--- src/rtl/sram_pingpong.sv ---
// Multi-channel double-buffered (ping/pong) SRAM. Producers write bank_sel and
// consumers read the other bank; a swap pulse exchanges the two roles.
module sram_pingpong #(
    parameter int unsigned DATA_WIDTH = 8,
    parameter int unsigned ADDR_WIDTH = 8,
    parameter int unsigned CHANNEL    = 1,
    parameter int unsigned SIZE       = 256,
    parameter int unsigned RD_LATENCY = 1
) (
    input  logic                             clk,
    input  logic                             rst,
    input  logic                             swap,
    output logic                             bank_sel,
    input  logic [CHANNEL-1:0]               wr_en,
    input  logic [ADDR_WIDTH*CHANNEL-1:0]    wr_addr,
    input  logic [DATA_WIDTH*CHANNEL-1:0]    wr_data,
    input  logic [CHANNEL-1:0]               rd_en,
    input  logic [ADDR_WIDTH*CHANNEL-1:0]    rd_addr,
    output logic [DATA_WIDTH*CHANNEL-1:0]    rd_data,
    output logic [CHANNEL-1:0]               rd_valid
);

    localparam int unsigned DW = DATA_WIDTH;
    localparam int unsigned AW = ADDR_WIDTH;
    localparam int unsigned IW = (SIZE > 1) ? $clog2(SIZE) : 1;
    localparam logic [AW:0] SIZE_W = (AW + 1)'(SIZE);

    // Elaboration-time parameter legality
    if ((RD_LATENCY != 1) && (RD_LATENCY != 2)) begin : g_bad_latency
        $error("sram_pingpong: RD_LATENCY must be 1 or 2");
    end
    if ((SIZE == 0) || (SIZE > (2 ** AW))) begin : g_bad_size
        $error("sram_pingpong: SIZE must be in 1..2**ADDR_WIDTH");
    end

    // Write-bank pointer; the read bank is always its complement
    always_ff @(posedge clk) begin
        if (rst) begin
            bank_sel <= 1'b0;
        end else if (swap) begin
            bank_sel <= ~bank_sel;
        end
    end

    for (genvar i = 0; i < CHANNEL; i++) begin : g_ch
        logic [DW-1:0] mem_ping [SIZE];
        logic [DW-1:0] mem_pong [SIZE];

        logic [AW-1:0] wa;
        logic [AW-1:0] ra;
        logic [DW-1:0] wd;
        logic [IW-1:0] widx;
        logic [IW-1:0] ridx;
        logic          wr_ok_c;
        logic          rd_in_range_c;
        logic [DW-1:0] rd_word_c;

        logic          s1_valid;
        logic [DW-1:0] s1_data;

        assign wa = wr_addr[i*AW +: AW];
        assign ra = rd_addr[i*AW +: AW];
        assign wd = wr_data[i*DW +: DW];

        // Index truncation is safe: only used when the address is below SIZE
        assign widx = wa[IW-1:0];
        assign ridx = ra[IW-1:0];

        assign wr_ok_c       = wr_en[i] && ({1'b0, wa} < SIZE_W);
        assign rd_in_range_c = {1'b0, ra} < SIZE_W;

        // Writes go to bank_sel; dropped while in reset
        always_ff @(posedge clk) begin
            if (!rst && wr_ok_c) begin
                if (bank_sel) begin
                    mem_pong[widx] <= wd;
                end else begin
                    mem_ping[widx] <= wd;
                end
            end
        end

        // Read bank is ~bank_sel, sampled at issue so a later swap cannot disturb it
        always_comb begin
            rd_word_c = '0;
            if (rd_in_range_c) begin
                rd_word_c = bank_sel ? mem_ping[ridx] : mem_pong[ridx];
            end
        end

        always_ff @(posedge clk) begin
            if (rst) begin
                s1_valid <= 1'b0;
                s1_data  <= '0;
            end else begin
                s1_valid <= rd_en[i];
                if (rd_en[i]) begin
                    s1_data <= rd_word_c;
                end
            end
        end

        if (RD_LATENCY == 2) begin : g_lat2
            logic          s2_valid;
            logic [DW-1:0] s2_data;

            always_ff @(posedge clk) begin
                if (rst) begin
                    s2_valid <= 1'b0;
                    s2_data  <= '0;
                end else begin
                    s2_valid <= s1_valid;
                    if (s1_valid) begin
                        s2_data <= s1_data;
                    end
                end
            end

            assign rd_data[i*DW +: DW] = s2_data;
            assign rd_valid[i]         = s2_valid;
        end else begin : g_lat1
            assign rd_data[i*DW +: DW] = s1_data;
            assign rd_valid[i]         = s1_valid;
        end
    end

endmodule

--- config.mk ---
export PLATFORM = sky130hd
export DESIGN_NAME = sram_pingpong
export DESIGN_NICKNAME = d
export VERILOG_FILES = /design/src/rtl/sram_pingpong.sv
export SDC_FILE = /design/constraint.sdc
export NUM_CORES = 2
export LEC_CHECK = 0
export ABC_CLOCK_PERIOD_IN_PS = 9000
export CORE_MARGIN = 1.5
export CORE_UTILIZATION = 38
export CTS_CLUSTER_DIAMETER = 150
export DETAILED_ROUTE_END_ITERATION = 8
export HOLD_SLACK_MARGIN = 0.08
export PLACE_DENSITY = 0.62
export SLEW_MARGIN = 20
export SYNTH_ARGS = -nofsm -noshare
export SYNTH_HDL_FRONTEND = slang
export SYNTH_SLANG_ARGS = --single-unit
export TNS_END_PERCENT = 20
--- constraint.sdc ---
create_clock -name clk -period 9 [get_ports clk]
set_clock_uncertainty 0.2 [all_clocks]
set_input_delay 2.7 -clock clk [delete_from_list [all_inputs] [get_ports clk]]
set_output_delay 2.7 -clock clk [all_outputs]
set_load 0.02 [all_outputs]
==> impl_metrics.py <==
metrics = {
    "critical_path": {
        "crit_path_start_kind": "input pin",
        "crit_type": "input pin to flop",
        "critPathArrivalTime_ns": 6.96,
        "cp_max_fo": 71,
        "worstSetupEndpointType": "flop",
        "crit_required_ns": 9.68,
    },
    "yosys": {
        "synthTopCellsByCount": "edfxtp_1, mux4_2, nor2_1, nand2_1, mux2i_1",
        "syn-mean-instance-area_sq_um": 21.30,
        "ys_ff_latch": 4106,
        "syn-cell-area_sq_mm": 0.1598,
        "ys.flop_type": "edfxtp_1",
        "yosysWarnings": 0,
        "yosys-top-cells-area": "edfxtp_1, mux4_2, mux2i_1",
        "synth_edf_count": 4096,
        "synth_seq_area_share": 0.7708,
        "synth_top_area_share": 0.7696,
        "synth_top_area_cell": "edfxtp_1",
        "yosysMostFrequentCell": "edfxtp_1",
        "syn-num-nets": 7531,
        "ys_async_sr_fraction": 0,
        "netlist_instances": 7502,
        "ys_types": 68,
    },
    "grt": {
        "antenna_found_initial": 30,
        "overflow": 0,
        "track_usage": 0.2034,
        "grt_max_degree": 193,
        "grt_pass1_vias": 79972,
        "grt_pass1_wl_mm": 619.5,
    },
    "routing": {
        "drtPass1Iterations": 6,
        "wl_met2_mm": 209.4,
        "maxUsedRoutingLayer": "met5",
        "avgRoutedWirePerCell_microns": 32.47,
        "drt_iter0_drc": 11839,
        "num_vias": 80095,
        "drt_wl_total_mm": 440.7,
        "drc": 0,
        "wl_met3_mm": 42.95,
        "via_per_inst": 5.902,
        "wirelength_met1_mm": 171.8,
        "antenna_left": 0,
    },
    "timing": {
        "relSlewSlack": 0.1585,
        "period_needed_ns": 6.286,
        "finalMaxSlewViolations": 0,
        "rsz0062_at_grt": "false",
        "fmaxAchievable_ghz": 0.1591,
        "setup_viol": 0,
        "finalHoldViolations": 0,
        "setup_tns_ns": 0,
        "tightest_slew_ns": 1.249,
        "finalCritPeriodShare": 0.6984,
    },
    "placement": {
        "io_buffers": 38,
        "dp_cells": 12802,
        "globalplace.congestion": 0.8621,
        "place_area_sq_mm": 0.1668,
        "dp_hpwl_mm": 264.2,
    },
    "clock_network": {
        "htree_levels": 5,
        "root_buffer": "clkbuf_16",
        "cts_tree": "done",
        "clk_latency_ns": 1.00,
        "numCtsBuffers": 409,
        "ctsHoldBuffers": 0,
        "clk_pin_slew_worst_paths_ns": 0.06,
        "cts_resized": 0,
        "cts_buffer_depth": 4,
        "cts_setup_buffers": 0,
        "clock_sinks": 4106,
    },
    "die": {
        "rows": 237,
        "die_h_microns": 651.5,
        "core_sq_mm": 0.4178,
        "initial_core_util": 0.3825,
        "fp.dieW_microns": 651.5,
        "num_io_pins": 39,
        "die_area_sq_mm": 0.4245,
    },
    "power": {
        "finalPower_mw": 40.26,
        "leakagePower_nw": 55.19,
        "power.density_mw_per_mm2": 223.4,
        "vdd.ir_drop.worst_uv": 162.0,
    },
    "layout": {
        "drive_gt1_frac": 0.2349,
        "fin_cells": 13570,
        "final_area_sq_mm": 0.1802,
        "fillCellCount": 35114,
        "syn2layout_area_growth_pct": 12.77,
        "finish.net_count": 7746,
        "finalCoreUtilization": 0.4314,
    },
    "hold_path": {
        "hp-class": "flop to flop",
    },
    "job": {
        "max-cap-violations": 0,
    },
    "status": {
        "status": "finished, final reports clean",
    },
}
through the flow:
stage | setup slack (ns) | hold slack [ns]
after floorplan | 3.702 | 0.4480
after global placement | 1.073 | 0.6137
after detailed placement | 1.744 | 0.6347
after CTS | 2.772 | 0.6407
after global routing | 2.606 | 0.6884
final | 2.714 | 0.6592
layout by cell type, fill, tap and decap left out, types with 13 or more instances in the layout:
master / Yosys / routed
clkbuf_1: 180 / 79
bufinv_16: 0 / 45
buf_4: 58 / 193
a22oi_1: 44 / 44
a221oi_1: 25 / 25
nor2b_1: 22 / 15
o22ai_1: 60 / 60
diode_2: 0 / 18
nand4_1: 22 / 22
a21oi_1: 73 / 73
clkinv_1: 1 / 104
clkdlybuf4s50_1: 0 / 20
nand2_1: 285 / 282
nand3_2: 0 / 13
a31oi_1: 23 / 23
a211oi_1: 25 / 24
buf_12: 5 / 37
nor2_1: 594 / 591
mux2_2: 21 / 21
o221ai_1: 63 / 63
mux4_2: 1006 / 1006
clkinvlp_4: 0 / 14
edfxtp_1: 4096 / 4096
o21ai_0: 57 / 56
clkinv_2: 0 / 63
a311oi_1: 20 / 19
nand3_1: 91 / 76
mux2i_1: 258 / 258
nor3_1: 37 / 37
clkbuf_16: 0 / 414
and3_1: 33 / 33
report_power, final:
group / internal, mW / switching (mW) / total (mW)
logic: 0.666 / 1.40 / 2.06
clock network: 9.78 / 7.34 / 17.1
registers: 21.0 / 0.0345 / 21.1
total: 31.5 / 8.77 / 40.3
metal layers:
layer	vias to the layer above	track usage
met5	-	0
met4	6	0.07256
met3	756	0.03979
met2	4518	0.3239
met1	43025	0.2797
li1	31790	-
logic make-up (layout without fill, tap and decap cells):
family / after synthesis / in the layout / synth area share
xor gates and xnor gates: 1 / 1 / 0.00005481
muxes: 1285 / 1285 / 0.1594
AOI/OAI and AO/OA: 494 / 494 / 0.02211
DFF: 4106 / 4106 / 0.7708
buffers and inverters: 476 / 1029 / 0.01767
and+or+nand+nor: 1140 / 1140 / 0.02994
other: 0 / 18 / 0
registers in the layout (all words and copies together) (netlist names):
signal	count
bank_sel	1
g_ch.mem_ping	2048
g_ch.mem_pong	2048
rd_data	8
rd_valid	1
critical path, stage by stage:
cell and delay, ns:
buf_16 0.34, buf_12 0.50, buf_4 0.51, buf_4 0.35
mux4_2 0.53, a2111oi_0 0.76, a211oi_1 0.08, o21ai_1 0.51
o31ai_1 0.19, a32o_1 0.25
worst paths after layout:
path	start	to	slack (ns)	cells past startpoint
min	bank_sel$_SDFFE_PP0P_	bank_sel$_SDFFE_PP0P_	0.66	2
max reg2reg	bank_sel$_SDFFE_PP0P_	g_ch[0].mem_pong[222][3]$_DFFE_PP_	4.59	6
max	rd_addr[0]	rd_data[0]$_SDFFE_PP0P_	2.71	10
min reg2reg	bank_sel$_SDFFE_PP0P_	bank_sel$_SDFFE_PP0P_	0.66	2
final cells by class:
class / count / area, sq um / area share
diodes: 18 / 45.04 / 0.0002499
well taps: 5497 / 6878 / 0.03816
clock buffers: 495 / 10680 / 0.05928
repair buffers: 270 / 2625 / 0.01456
clock inverters: 254 / 2745 / 0.01523
flip-flops and latches: 4106 / 123200 / 0.6835
multi-input cells: 2920 / 34000 / 0.1887
inverters: 10 / 55.05 / 0.0003055
Power figures use the tool's default switching activity.
